`config.mk`:
```
export PLATFORM = sky130hd
export DESIGN_NAME = core_sequencer_flat
export DESIGN_NICKNAME = d
export VERILOG_FILES = /design/src/rtl/core_sequencer_pkg.sv /design/src/rtl/core_sequencer_if.sv /design/src/rtl/core_sequencer_ret_addr_stack.sv /design/src/rtl/core_sequencer.sv /design/src/flat_wrapper.sv
export SDC_FILE = /design/constraint.sdc
export NUM_CORES = 1
export LEC_CHECK = 0
export BUFFER_PORTS_ARGS = -buffer_cell sky130_fd_sc_hd__buf_2
export CORE_MARGIN = 4
export CORE_UTILIZATION = 40
export CTS_CLUSTER_DIAMETER = 40
export DETAILED_ROUTE_END_ITERATION = 16
export GPL_TIMING_DRIVEN = 1
export PLACE_DENSITY_LB_ADDON = 0.05
export SYNTH_ARGS = -nofsm -noshare
export SYNTH_HDL_FRONTEND = slang
export SYNTH_SLANG_ARGS = --single-unit
export TNS_END_PERCENT = 100
```
`constraint.sdc`:
```
create_clock -name clk -period 4.51 [get_ports clk]
set_input_delay 0.902 -clock clk [delete_from_list [all_inputs] [get_ports clk]]
set_output_delay 0.902 -clock clk [all_outputs]
set_load 0.01 [all_outputs]
```
`src/rtl/core_sequencer_pkg.sv`:
```
// Shared types and defaults for the multi-cycle core sequencer.
package core_sequencer_pkg;

    localparam int STATE_W         = 3;
    localparam int DEFAULT_AW      = 32;
    localparam int DEFAULT_PC_STEP = 4;

    typedef enum logic [STATE_W-1:0] {
        ST_IDLE   = 3'd0,
        ST_FETCH  = 3'd1,
        ST_DECODE = 3'd2,
        ST_EXEC   = 3'd3,
        ST_MEM    = 3'd4,
        ST_WB     = 3'd5,
        ST_HALT   = 3'd6,
        ST_ERROR  = 3'd7
    } state_t;

endpackage

```
`src/rtl/core_sequencer_if.sv`:
```
// Instruction and data memory req/ack handshake bundle.
interface core_sequencer_if
    import core_sequencer_pkg::*;
#(
    parameter int AW = DEFAULT_AW
);

    logic          imem_req;
    logic [AW-1:0] imem_addr;
    logic          imem_ack;
    logic [31:0]   imem_rdata;
    logic          dmem_req;
    logic          dmem_we;
    logic          dmem_ack;

    modport master (
        output imem_req, imem_addr, dmem_req, dmem_we,
        input  imem_ack, imem_rdata, dmem_ack
    );

    modport slave (
        input  imem_req, imem_addr, dmem_req, dmem_we,
        output imem_ack, imem_rdata, dmem_ack
    );

endinterface

```
`src/rtl/core_sequencer_ret_addr_stack.sv`:
```
// Circular return-address stack; a push while full overwrites the oldest entry.
module ret_addr_stack #(
    parameter int AW        = 32,
    parameter int RAS_DEPTH = 4
) (
    input  logic          clk,
    input  logic          reset,
    input  logic          push,
    input  logic          pop,
    input  logic          clear,
    input  logic [AW-1:0] din,
    output logic [AW-1:0] top,
    output logic          empty,
    output logic          full,
    output logic          ovf_pulse
);

    localparam int PW = $clog2(RAS_DEPTH);
    localparam int CW = PW + 1;

    logic [AW-1:0] mem [RAS_DEPTH];
    logic [PW-1:0] sp;
    logic [CW-1:0] count;

    assign empty     = (count == '0);
    assign full      = (count == CW'(RAS_DEPTH));
    assign ovf_pulse = push & full;
    assign top       = mem[sp];

    // Pointer wraps naturally (power-of-2 depth), so a full push lands on the oldest slot.
    always_ff @(posedge clk or negedge reset) begin
        if (!reset) begin
            sp    <= '0;
            count <= '0;
            for (int unsigned i = 0; i < RAS_DEPTH; i++) begin
                mem[i] <= '0;
            end
        end else if (clear) begin
            sp    <= '0;
            count <= '0;
        end else if (push) begin
            sp                 <= sp + PW'(1);
            mem[sp + PW'(1)]   <= din;
            if (!full) begin
                count <= count + CW'(1);
            end
        end else if (pop && !empty) begin
            sp    <= sp - PW'(1);
            count <= count - CW'(1);
        end
    end

endmodule

```
`src/rtl/core_sequencer.sv`:
```
// Multi-cycle sequencer: owns the PC and steps FETCH/DECODE/EXEC/MEM/WB.
module core_sequencer
    import core_sequencer_pkg::*;
#(
    parameter int            AW        = DEFAULT_AW,
    parameter int            RAS_DEPTH = 4,
    parameter logic [AW-1:0] RESET_PC  = '0,
    parameter int            PC_STEP   = DEFAULT_PC_STEP,
    parameter int            TIMEOUT   = 15
) (
    input  logic                 clk,
    input  logic                 reset,
    input  logic                 start,
    core_sequencer_if.master     bus,
    output logic [31:0]          instruction,
    output logic [AW-1:0]        pc_current,
    input  logic                 isbranchtaken,
    input  logic [AW-1:0]        branchpc,
    input  logic                 iscall,
    input  logic                 isret,
    input  logic                 isid,
    input  logic                 isst,
    input  logic                 iswb,
    input  logic                 ishalt,
    output logic                 wb_en,
    output logic [AW-1:0]        ret_target,
    output logic [STATE_W-1:0]   state,
    output logic [31:0]          instret,
    output logic                 ras_ovf,
    output logic                 err
);

    localparam int            WCW       = (TIMEOUT > 15) ? $clog2(TIMEOUT + 1) : 4;
    localparam logic [WCW-1:0] WAIT_LAST = WCW'(TIMEOUT - 1);

    state_t        state_q, state_d;
    logic [AW-1:0] pc, next_pc_q, next_pc_d;
    logic [WCW-1:0] wait_cnt;
    logic          ras_push, ras_pop, ras_clear;
    logic          ras_empty, ras_full, ras_ovf_pulse;
    logic [AW-1:0] ras_top;

    ret_addr_stack #(
        .AW        (AW),
        .RAS_DEPTH (RAS_DEPTH)
    ) u_ras (
        .clk       (clk),
        .reset     (reset),
        .push      (ras_push),
        .pop       (ras_pop),
        .clear     (ras_clear),
        .din       (pc_current + AW'(PC_STEP)),
        .top       (ras_top),
        .empty     (ras_empty),
        .full      (ras_full),
        .ovf_pulse (ras_ovf_pulse)
    );

    // Requests derive from the state register only, so an async reset drops them at once.
    assign bus.imem_req  = (state_q == ST_FETCH);
    assign bus.imem_addr = pc;
    assign bus.dmem_req  = (state_q == ST_MEM);
    assign bus.dmem_we   = (state_q == ST_MEM) & isst;
    assign wb_en         = (state_q == ST_WB) & iswb;
    assign err           = (state_q == ST_ERROR);
    assign state         = state_q;
    assign ret_target    = ras_top;

    // Next-state, next-PC selection and stack control.
    always_comb begin
        state_d   = state_q;
        next_pc_d = pc + AW'(PC_STEP);
        ras_push  = 1'b0;
        ras_pop   = 1'b0;
        ras_clear = 1'b0;
        case (state_q)
            ST_IDLE: begin
                if (start) state_d = ST_FETCH;
            end
            ST_FETCH: begin
                if (bus.imem_ack)               state_d = ST_DECODE;
                else if (wait_cnt == WAIT_LAST) state_d = ST_ERROR;
            end
            ST_DECODE: state_d = ST_EXEC;
            ST_EXEC: begin
                if (isret && (iscall || ras_empty)) begin
                    state_d = ST_ERROR;
                end else begin
                    if (isret) begin
                        next_pc_d = ras_top;
                        ras_pop   = 1'b1;
                    end else if (isbranchtaken) begin
                        next_pc_d = branchpc;
                    end
                    ras_push = iscall;
                    state_d  = (isid || isst) ? ST_MEM : ST_WB;
                end
            end
            ST_MEM: begin
                if (bus.dmem_ack)               state_d = ST_WB;
                else if (wait_cnt == WAIT_LAST) state_d = ST_ERROR;
            end
            ST_WB: state_d = ishalt ? ST_HALT : ST_FETCH;
            ST_HALT: begin
                if (start) begin
                    state_d   = ST_FETCH;
                    ras_clear = 1'b1;
                end
            end
            ST_ERROR: state_d = ST_ERROR;
            default:  state_d = ST_ERROR;
        endcase
    end

    // FSM state register.
    always_ff @(posedge clk or negedge reset) begin
        if (!reset) state_q <= ST_IDLE;
        else        state_q <= state_d;
    end

    // Wait-cycle counter: runs while a FETCH or MEM request stays unacknowledged.
    always_ff @(posedge clk or negedge reset) begin
        if (!reset) begin
            wait_cnt <= '0;
        end else if ((state_q == ST_FETCH || state_q == ST_MEM) && state_d == state_q) begin
            wait_cnt <= wait_cnt + WCW'(1);
        end else begin
            wait_cnt <= '0;
        end
    end

    // PC, latched instruction, retire count and sticky overflow flag.
    always_ff @(posedge clk or negedge reset) begin
        if (!reset) begin
            pc          <= RESET_PC;
            pc_current  <= RESET_PC;
            next_pc_q   <= RESET_PC;
            instruction <= '0;
            instret     <= '0;
            ras_ovf     <= 1'b0;
        end else begin
            case (state_q)
                ST_IDLE, ST_HALT: begin
                    if (start) pc <= RESET_PC;
                end
                ST_FETCH: begin
                    if (bus.imem_ack) begin
                        instruction <= bus.imem_rdata;
                        pc_current  <= pc;
                    end
                end
                ST_EXEC: next_pc_q <= next_pc_d;
                ST_WB: begin
                    pc      <= next_pc_q;
                    instret <= instret + 32'd1;
                end
                default: ;
            endcase
            if (ras_ovf_pulse && ras_full) ras_ovf <= 1'b1;
        end
    end

endmodule

```
`src/flat_wrapper.sv`:
```
// flat-port wrapper written by rule: the top's interface ports become plain ports
module core_sequencer_flat import core_sequencer_pkg::*;
#(
    parameter int            AW        = DEFAULT_AW,
    parameter int            RAS_DEPTH = 4,
    parameter logic [AW-1:0] RESET_PC  = '0,
    parameter int            PC_STEP   = DEFAULT_PC_STEP,
    parameter int            TIMEOUT   = 15
)
  (clk, reset, start, instruction, pc_current, isbranchtaken, branchpc, iscall, isret, isid, isst, iswb, ishalt, wb_en, ret_target, state, instret, ras_ovf, err, bus_imem_req, bus_imem_addr, bus_dmem_req, bus_dmem_we, bus_imem_ack, bus_imem_rdata, bus_dmem_ack);
  core_sequencer_if #(.AW(AW)) bus_i ();
  input  logic clk;
  input  logic reset;
  input  logic start;
  output logic [31:0] instruction;
  output logic [AW-1:0] pc_current;
  input  logic isbranchtaken;
  input  logic [AW-1:0] branchpc;
  input  logic iscall;
  input  logic isret;
  input  logic isid;
  input  logic isst;
  input  logic iswb;
  input  logic ishalt;
  output logic wb_en;
  output logic [AW-1:0] ret_target;
  output logic [STATE_W-1:0] state;
  output logic [31:0] instret;
  output logic ras_ovf;
  output logic err;
  output wire logic [$bits(bus_i.imem_req)-1:0] bus_imem_req;
  output wire logic [$bits(bus_i.imem_addr)-1:0] bus_imem_addr;
  output wire logic [$bits(bus_i.dmem_req)-1:0] bus_dmem_req;
  output wire logic [$bits(bus_i.dmem_we)-1:0] bus_dmem_we;
  input wire logic [$bits(bus_i.imem_ack)-1:0] bus_imem_ack;
  input wire logic [$bits(bus_i.imem_rdata)-1:0] bus_imem_rdata;
  input wire logic [$bits(bus_i.dmem_ack)-1:0] bus_dmem_ack;
  assign bus_imem_req = bus_i.imem_req;
  assign bus_imem_addr = bus_i.imem_addr;
  assign bus_dmem_req = bus_i.dmem_req;
  assign bus_dmem_we = bus_i.dmem_we;
  assign bus_i.imem_ack = bus_imem_ack;
  assign bus_i.imem_rdata = bus_imem_rdata;
  assign bus_i.dmem_ack = bus_dmem_ack;
  core_sequencer #(.AW(AW), .RAS_DEPTH(RAS_DEPTH), .RESET_PC(RESET_PC), .PC_STEP(PC_STEP), .TIMEOUT(TIMEOUT)) u_core (.clk(clk), .reset(reset), .start(start), .bus(bus_i), .instruction(instruction), .pc_current(pc_current), .isbranchtaken(isbranchtaken), .branchpc(branchpc), .iscall(iscall), .isret(isret), .isid(isid), .isst(isst), .iswb(iswb), .ishalt(ishalt), .wb_en(wb_en), .ret_target(ret_target), .state(state), .instret(instret), .ras_ovf(ras_ovf), .err(err));
endmodule
```
# After elaboration in Yosys (flattened, before gate mapping)
# Index checks and enable logic that the tools add are counted.
dict set report word_totals {
  reg_bits 301
  input_bits 76
  output_inout_bits 169
  word_cells 95
}
dict set report classes {
  add_sub_neg 8
  magnitude_cmp 3
  n_eq_ne 12
  n_mux 34
  n_bitwise 6
  reduce_logical 18
}
# cell count
set op_table {}
lappend op_table {{$mux W32} 7}
lappend op_table {{$bwmux W128} 1}
lappend op_table {{$add A32 B3 Y32 const B} 2}
lappend op_table {{$bmux W32 S2} 1}
lappend op_table {{$demux W32 S2} 1}
lappend op_table {{$pmux W32 S2} 1}
lappend op_table {{$add A32 B1 Y32 const B} 1}
lappend op_table {{$mux W3} 10}
lappend op_table {{$pmux W3 S7} 1}
lappend op_table {{$eq A3 B3 Y1 const B} 5}
lappend op_table {{$mux W1} 8}
lappend op_table {{$reduce_and A2 Y1} 4}
lappend op_table {{$eq A3 B2 Y1 const B} 2}
lappend op_table {{$ge A3 B3 Y1 const B} 2}
lappend op_table {{$logic_not A3 Y1} 2}
lappend op_table {{$mux W2} 3}
lappend op_table {{$not A2 Y3} 2}
lappend op_table {{$logic_and A1 B1 Y1} 5}
lappend op_table {{$add A4 B1 Y4 const B} 1}
lappend op_table {{$eq A4 B4 Y1 const B} 1}
lappend op_table {{$mux W4} 1}
lappend op_table {{$add A3 B1 Y3 const B} 1}
lappend op_table {{$and A1 B1 Y1} 3}
lappend op_table {{$eq A3 B1 Y1 const B} 1}
lappend op_table {{13 further kinds} 15}

# Longest topological paths before layout
# Gate-level depths: netlist of the first run.
dict set report depth {
  ltp_word 9
  depth_mapped 8
  mapped_depth_nobuf 6
}

# Hierarchy
# A second synthesis of the first run with hierarchy kept.
dict set report unflattened {
  cells_unflattened 1166
  hier_area_um2 14976.9
}
# mod n_inst cells_each area_each_um2
set modules_own_cells {}
lappend modules_own_cells {core_sequencer 1 808 8534.4}
lappend modules_own_cells {ret_addr_stack 1 358 6442.4}

# Worst setup path before layout of the first run
# Ideal clock, no wire load.
dict set report synth_path {
  path_kind {register -> output}
  startpoint {register u_core.u_ras.sp[0]}
  endpoint {output ret_target[26]}
  t_arrival_ns 1.413
  path_slack_ns 2.195
  path_stages_with_launch 4
  n_path_buf 2
  path_cell_list {dfrtp_1 buf_2 buf_2 mux4_2}
}
dict set report synth_between {
  elab_chain_len 4
}
# item line
set synth_rtl {}
lappend synth_rtl {{from (decl)} core_sequencer_ret_addr_stack.sv:22} ;# logic [PW-1:0] sp;
lappend synth_rtl {{from (signal assigned)} core_sequencer_ret_addr_stack.sv:42} ;# sp <= sp + PW'(1);
lappend synth_rtl {{from (signal assigned)} core_sequencer_ret_addr_stack.sv:48} ;# sp <= sp - PW'(1);
lappend synth_rtl {{$not A2 Y3 (not written as such)} core_sequencer_ret_addr_stack.sv:28} ;# assign top = mem[sp];
lappend synth_rtl {{$bmux W32 S2} core_sequencer_ret_addr_stack.sv:28}
lappend synth_rtl {{$mux W32 (not written as such) (2 in a row)} core_sequencer_ret_addr_stack.sv:28}
lappend synth_rtl {{to (decl)} flat_wrapper.sv:26} ;# output logic [AW-1:0] ret_target;
# Every way passes these cells. The select of a mux whose other input is x is not followed.

# Worst setup path in the final report of the first run
dict set report layout_path {
  startpoint {register u_core.u_ras.sp[1]}
  endpoint {output ret_target[26]}
}
# The elaborated chain is that of the path after synthesis.

==> results of run 1 <==
[cell usage after synthesis (all sizes together), types with 9 or more instances]
cell      n
dfrtp   301
nand2   167
o21ai   132
mux2     77
nor2     63
clkbuf   52
nand3    47
xor2     44
xnor2    39
a22o     34
mux4     32
nand4    32
buf      29
a21oi    26
a221oi   24
and3     20
inv      16
nor3     10
ha        9
nor4      9
[cells by family after synthesis]
logic type / count (synthesis) / share of synthesized area
mux: 111 / 0.115
flops: 301 / 0.537
simple gates: 383 / 0.136
xor+xnor: 83 / 0.0518
compound gates: 271 / 0.123
fa+ha+maj: 10 / 0.00945
buf+inv: 98 / 0.0292
[report_power, final]
| part | total, W | switching (W) | internal (W) | leakage (nW) |
|---|---|---|---|---|
| clock network | 0.00388 | 0.00135 | 0.00252 | 0.834 |
| registers | 0.00447 | 0.000936 | 0.00354 | 3.96 |
| logic | 0.00333 | 0.00180 | 0.00152 | 3.39 |
[per-layer routing]
layer  wire (µm)  GRT usage
met3        2150     0.0519
met4         990     0.0600
met1       19200      0.309
met2       20100      0.356
met5          14          0
[state kept, by name, summed over array words and instances, names as in the netlist]
register	cells
u_core.u_ras.count	3
u_core.pc_current	32
u_core.ras_ovf	1
u_core.state	3
u_core.next_pc_q	32
u_core.instret	32
u_core.instruction	32
u_core.u_ras.sp	2
u_core.u_ras.mem	128
u_core.bus.imem_addr	32
u_core.wait_cnt	4
[worst paths after layout]
path                                         start              endpoint  slack (ps)  depth (start not counted)
worst min register to register  u_core.instret[31]    u_core.instret[31]         460                          1
worst max register to register  u_core.u_ras.sp[1]  u_core.u_ras.mem[31]        1540                          6
max in group asynchronous                    reset   u_core.u_ras.mem[9]        3130                          2
min in group clk                u_core.instret[31]    u_core.instret[31]         460                          1
worst max-delay path            u_core.u_ras.sp[1]        ret_target[26]         910                          3
worst min-delay path                         reset    u_core.instret[12]         370                          1
[area by class of cell]
type,count,area [µm²]
Inverter,17,63.8
Fill cell,3200,17100
Timing Repair Buffer,266,1450
Multi-Input combinational cell,858,6130
Tap cell,455,569
Sequential cell,301,7530
Clock inverter,21,264
Clock buffer,66,1450
[through the flow]
stage | hold slack [ps] | power [W] | util | instance area (µm²)
after global routing | 423 | 0.0124 | 0.505 | 17500
after floorplan | 445 | 0.00642 | - | 14000
after global placement | 455 | 0.00784 | 0.456 | 15700
after detailed placement | 465 | 0.00789 | 0.456 | 15700
after CTS | 419 | 0.0118 | 0.505 | 17500
final | 367 | 0.0117 | 0.505 | 17500
==> flow_summary.toml, run 1 <==
[drt]
ant_nets = 0
avgRoutedWirePerCell_um = 21.4
drt-total-wl_um = 42400
drtIter0Drc = 598
drc = 0
vias = 10800
drt-vias-per-instance = 5.44
drt-pass1-iter-count = 5

[min_path]
hold_class = "input port to asynchronous set/reset pin"

[pwr]
p_leak_nw = 8.19
power_density_nw_per_um2 = 669
peakVddDrop_mv = 0.344

[placement]
pre_cts_ws_ps = 1560
io_buffers = 244
place_hpwl_um = 28700
gp_congestion = 0.784
dp_cells = 1897

[synth]
synth_top_flop_cell = "dfrtp_1"
synth.top_cell.area_share = 0.537
synth_edf_count = 0
ys_warn_count = 0
synth_seq_cells = 301
netlist_area_um2 = 14000
synth.largest_area_cell = "dfrtp_1"
synthCells = 1257
syn_area_per_cell_um2 = 11.2
yosys-top-cells-area = "dfrtp_1 54%, mux2_2 6.2%, mux4_2 5.1%"
syn_nets = 1343
async_flop_share = 1.00
ys_seq_area_frac = 0.537
post_synth_num_cell_types = 66

[global_routing]
grt_max_degree = 110
overflow = 0
grtUsageTotal = 0.223
grt_first_pass_wirelength_um = 66700
antenna_found_initial = 2
first_global_vias = 11100

[die]
core_um2 = 34500
rows = 68
die_h_um = 195
die_w_um = 195
io_pins = 245
start_util = 0.406
die_area_um2 = 38100

[sta]
slew_headroom = 0.331
rsz0062_at_grt = "no"
finalSetupViolations = 0
hold_violations = 0
fin_skew_ps = 23.6
period_share = 0.798
setup_tns_ps = 0
worst_slack_ps = 913
tightest_slew_ps = 1000
slew_viol_final = 0
period_needed_ps = 3600
fmax_ghz = 0.278

[cts]
clock_path_buffers = 3
clk_pin_slew_ps = 60
cts_made_buffers = 50
htreeDepth = 2
clock-root-buffer = "clkbuf_16"
ctsResizeCount = 0
cts_tree = "built"
hold_buffers = 0
clk-insertion-delay-late_ps = 580
clock_sinks = 301
postCtsSetupRepairBufs = 0

[worst_setup_path]
worst-setup-path-type = "register to output pin"
cpMaxStageDelayCell = "dfrtp_1"
cp-end-kind = "output pin"
path_delay_family = "flip-flops"
critPathArrivalTime_ps = 2700
start_kind = "register"
crit_required_ps = 3610
path_buf_inv = 2
slowest_delay_ps = 980
crit_fanout = 21
cp_cell_sequence = "buf_4, mux4_2, buf_2"

[outcome]
run_status = "finished, final reports clean"

[finish]
layout-drive-gt1-share = 0.314
final_nets = 1580
mostFrequentLayoutCell = "dfrtp_1"
fin_cells = 1984
areaGrowthSynthToFinish_pct = 24.4
n_antenna_cell = 0
layout.cells.most_common_list = "300 x dfrtp_1, 243 x buf_2, 163 x nand2_1"

[flow_run]
drv_cap = 0
(Power assumes the default switching activity.)
==> run 2, diff against run 1 <==
Clock period 4.51 ns to 3.7 ns, I/O delays scaled along.
==> run 2 against run 1 <==
Sequential power up 20%. Non-clock buffer count rose by 6. Clock power grew 32%. Clock skew grew 9.7 ps. Die area unchanged. Combinational power grew 25%. Sequential share of layout area is 0.59 points lower. Critical endpoint is now ret_target[23].
==> flow_summary.toml, run 2 (synthesis results as in run 1) <==
[outcome]
run_status = "finished, final reports clean"

[finish]
areaGrowthSynthToFinish_pct = 26.1
largest_reg_flops = 128
regMostFlops = "u_core.u_ras.mem"
final_nets = 1587
mostFrequentLayoutCell = "dfrtp_1"
layout.cells.most_common_list = "300 x dfrtp_1, 243 x buf_2, 163 x nand2_1"
layout-drive-gt1-share = 0.323
n_antenna_cell = 0

[global_routing]
grt_first_pass_wirelength_um = 66200
first_global_vias = 11100
grtUsageTotal = 0.220
antenna_found_initial = 2
grt_max_degree = 74
overflow = 0

[drt]
drt-vias-per-instance = 5.40
drt-pass1-iter-count = 5
avgRoutedWirePerCell_um = 21.0
vias = 10800
drtIter0Drc = 541
drt-total-wl_um = 42000
drc = 0
ant_nets = 0

[die]
io_pins = 245
start_util = 0.406
die_h_um = 195
die_area_um2 = 38100
rows = 68
die_w_um = 195
core_um2 = 34500

[worst_setup_path]
worst-setup-path-type = "register to output pin"
crit_fanout = 13
r2r_cells = 6
reg2reg_to = "u_core.next_pc_q[30]"
cp-end-kind = "output pin"
reg2reg_from = "u_core.bus.imem_addr[2]"
critPathArrivalTime_ps = 2330
crit_required_ps = 2960
start_kind = "register"
reg2reg_slack_ps = 1040

[cts]
hold_buffers = 0
ctsResizeCount = 0
cts_made_buffers = 51
clk-insertion-delay-late_ps = 580
cts_tree = "built"
htreeDepth = 2
clock-root-buffer = "clkbuf_16"
clock_sinks = 301
clk_pin_slew_ps = 50
clock_path_buffers = 3
postCtsSetupRepairBufs = 0

[placement]
io_buffers = 244
place_hpwl_um = 28700
gp_congestion = 0.785

[pwr]
p_leak_nw = 8.30
power_w = 0.0147
power_density_nw_per_um2 = 828
peakVddDrop_mv = 0.509

[sta]
fin_skew_ps = 33.3
period_needed_ps = 3070
fmax_ghz = 0.325
slew_viol_final = 0
finalSetupViolations = 0
tightest_slew_ps = 965
setup_tns_ps = 0
period_share = 0.831
slew_headroom = 0.350
hold_violations = 0
rsz0062_at_grt = "no"

[flow_run]
drv_cap = 0

[min_path]
hold_class = "input port to asynchronous set/reset pin"
==> run 2: cell types whose count changed in the layout (fill, tap and decap cells not counted) <==
| cell | delta |
|---|---|
| clkinv_4 | +2 |
| inv_8 | +1 |
| buf_12 | +2 |
| buf_4 | +4 |
| clkinvlp_4 | +2 |
| inv_6 | +5 |
| clkbuf_16 | -2 |
| clkbuf_1 | -4 |
| clkinv_8 | +2 |
| clkbuf_8 | -2 |
| bufinv_16 | +5 |
| clkinv_2 | -1 |
==> run 2: layout make-up <==
cell class,instances,area (µm²)
fillers,3213,16800
well taps,455,569
inverters,17,63.8
flip-flops and latches,301,7530
clock buffers,58,1350
multi-input cells,858,6130
repair buffers,272,1520
clock inverters,37,529
==> run 2: worst max-delay path, stage by stage (launching register included) <==
cell and delay, ps:
dfrtp_2 580, buf_4 390, mux4_2 620, buf_2 170
==> run 2: routing by layer <==
layer	up-vias	wire (µm)	GRT usage
li1	5050	-	-
met1	5421	19000	0.309
met2	264	19900	0.355
met3	49	2290	0.0507
met4	4	679	0.0471
met5	-	27	0
==> run 2: where the power goes <==
| part | switching [W] | leakage (nW) | internal [W] |
|---|---|---|---|
| Sequential | 0.00106 | 3.96 | 0.00431 |
| Clock | 0.00177 | 0.908 | 0.00336 |
| Combinational | 0.00226 | 3.43 | 0.00189 |
| Total | 0.00510 | 8.30 | 0.00956 |
==> run 2: worst max-delay path by stage <==
stage                             from                   end  slack (ps)
floorplan           u_core.u_ras.sp[0]        ret_target[26]        1550
global placement                 isret  u_core.next_pc_q[15]         980
detailed placement               isret  u_core.next_pc_q[15]         930
CTS                 u_core.u_ras.sp[0]        ret_target[23]         560
global route        u_core.u_ras.sp[0]        ret_target[23]         510
finish              u_core.u_ras.sp[0]        ret_target[23]         630
==> run 2: per-stage QoR <==
step	setup WS (ps)	hold slack, ps	instances	util	cell area (µm²)
after detailed placement	925	451	1903	0.458	15800
after global routing	506	159	1998	0.512	17700
final	626	114	1998	0.512	17700
after global placement	980	454	1903	0.458	15800
after CTS	562	150	1998	0.512	17700
after floorplan	1550	444	1257	-	14000
==> run 3, diff against run 2 <==
Clock period 3.7 ns to 2.69 ns, I/O delays scaled along.
==> run 3 against run 2 <==
Critical path depth unchanged. Wire length rose by 3.0%. Global-route usage increased by 0.35 points. Sequential cell count unchanged. Clock power rose by 27%. Clock skew fell by 4.4 ps. Combinational power increased by 48%. Setup slack got worse by 540 ps. Critical path type unchanged. Critical endpoint is now ret_target[31].
==> flow_summary.toml, run 3 (synthesis results as in run 1) <==
[outcome]
run_status = "finished, final reports clean"

[finish]
multi_input_area_um2 = 6130
stdcell_area_um2 = 17900
mostFrequentLayoutCell = "dfrtp_1"
final.fill_count = 3248
ff_latch_area_um2 = 7530
final_nets = 1617
largest_reg_flops = 128
fin_cells = 2028
areaGrowthSynthToFinish_pct = 27.4
layout.cells.most_common_list = "299 x dfrtp_1, 242 x buf_2, 163 x nand2_1"
final_util = 0.518
layout-drive-gt1-share = 0.334
regMostFlops = "u_core.u_ras.mem"
n_antenna_cell = 0

[cts]
clk_pin_slew_ps = 60
cts_tree = "built"
clk-insertion-delay-late_ps = 590
htreeDepth = 2
cts_made_buffers = 53
clock_path_buffers = 3
postCtsSetupRepairBufs = 0
clock_sinks = 301
clock-root-buffer = "clkbuf_16"

[worst_setup_path]
worst-setup-path-type = "register to output pin"
critPathArrivalTime_ps = 2070
crit_required_ps = 2150
reg2reg_slack_ps = 360
reg2reg_from = "u_core.bus.imem_addr[2]"
reg2reg_to = "u_core.next_pc_q[26]"
cp_cell_sequence = "buf_16, mux4_2, buf_6"
cpMaxStageDelayCell = "mux4_2"
r2r_cells = 7
crit_fanout = 18
slowest_delay_ps = 620
start_kind = "register"
cp-end-kind = "output pin"

[sta]
finalSetupViolations = 0
period_needed_ps = 2610
slew_headroom = 0.609
hold_violations = 0
rsz0062_at_grt = "no"
tightest_slew_ps = 581
fmax_ghz = 0.384
setup_tns_ps = 0
slew_viol_final = 0
fin_skew_ps = 29.0
period_share = 0.969

[drt]
avgRoutedWirePerCell_um = 21.3
drc = 0
drt-vias-per-instance = 5.38
top_layer = "met5"
drt-pass1-iter-count = 6
dr_wl_met2_um = 20700
ant_nets = 0
vias = 10900
drtIter0Drc = 525
wl_met3_um = 2350
drt-total-wl_um = 43200
wl_met1_um = 19300

[min_path]
worstHoldPathCells = 2
hold_class = "input port to register"
min_to = "u_core.instruction[24]"
min-delay-start = "bus_imem_rdata[24]"

[global_routing]
grt_max_degree = 59
first_global_vias = 11400
grt_first_pass_wirelength_um = 67100
grtUsageTotal = 0.224
antenna_found_initial = 2
overflow = 0

[die]
core_um2 = 34500
rows = 68
start_util = 0.406
die_area_um2 = 38100
die_h_um = 195
io_pins = 245
die_w_um = 195

[placement]
io_buffers = 244
place_hpwl_um = 29500
dp_cells = 1928
gp_congestion = 0.825
place_area_um2 = 16100

[pwr]
power_density_nw_per_um2 = 1110
p_leak_nw = 8.43
peakVddDrop_mv = 0.712

[flow_run]
drv_cap = 0
==> run 3: area by class of cell <==
class                   instances  share of cell area
clock inverters                34              0.0170
repair buffers                300               0.103
multi-input cells             858               0.343
flip-flops and latches        301               0.421
clock buffers                  63              0.0802
well taps                     455              0.0318
inverters                      17             0.00357
==> run 3: critical path, delay by kind of cell, from the launching register on <==
kind	cells	cell delay, ps
multiplexers	1	620
flip-flops	1	450
buffers and inverters	2	400
==> run 3: what timing repair did <==
action	CTS	global route
resized for setup	2	1
endpoints found under the hold margin	48	0
hold buffers	1	0
setup endpoints to repair	4	10
pin swaps	0	0
cloned	1	1
==> run 3: where the power goes <==
| part | switching (W) | internal (W) | leakage (nW) | total, W |
|---|---|---|---|---|
| combinational | 0.00332 | 0.00282 | 3.62 | 0.00614 |
| sequential | 0.00134 | 0.00594 | 3.96 | 0.00728 |
| clock | 0.00247 | 0.00404 | 0.844 | 0.00651 |
| total | 0.00713 | 0.0128 | 8.43 | 0.0199 |
==> run 3: through the flow <==
| stage | hold WS [ps] | setup WS [ps] | total power (W) |
|---|---|---|---|
| final | 190 | 83.8 | 0.0199 |
| after global routing | 176 | 11.7 | 0.0211 |
| after CTS | 154 | 2.14 | 0.0201 |
| after detailed placement | 465 | 359 | 0.0134 |
| after global placement | 452 | 429 | 0.0133 |
| after floorplan | 242 | 549 | 0.0108 |
==> run 3: worst max path at each step <==
stage	from	end	slack, ps
after global placement	u_core.bus.imem_addr[2]	u_core.next_pc_q[30]	430
final	u_core.u_ras.sp[0]	ret_target[31]	80
after CTS	u_core.u_ras.sp[1]	ret_target[1]	2
after floorplan	u_core.u_ras.sp[1]	u_core.u_ras.mem[32]	550
after detailed placement	u_core.bus.imem_addr[2]	u_core.next_pc_q[30]	360
after global routing	u_core.u_ras.sp[0]	ret_target[18]	10
==> run 3: layer usage <==
layer	up-vias	GRT usage
met1	5435	0.307
met3	64	0.0431
li1	5108	-
met4	4	0.0670
met5	-	0
met2	303	0.364
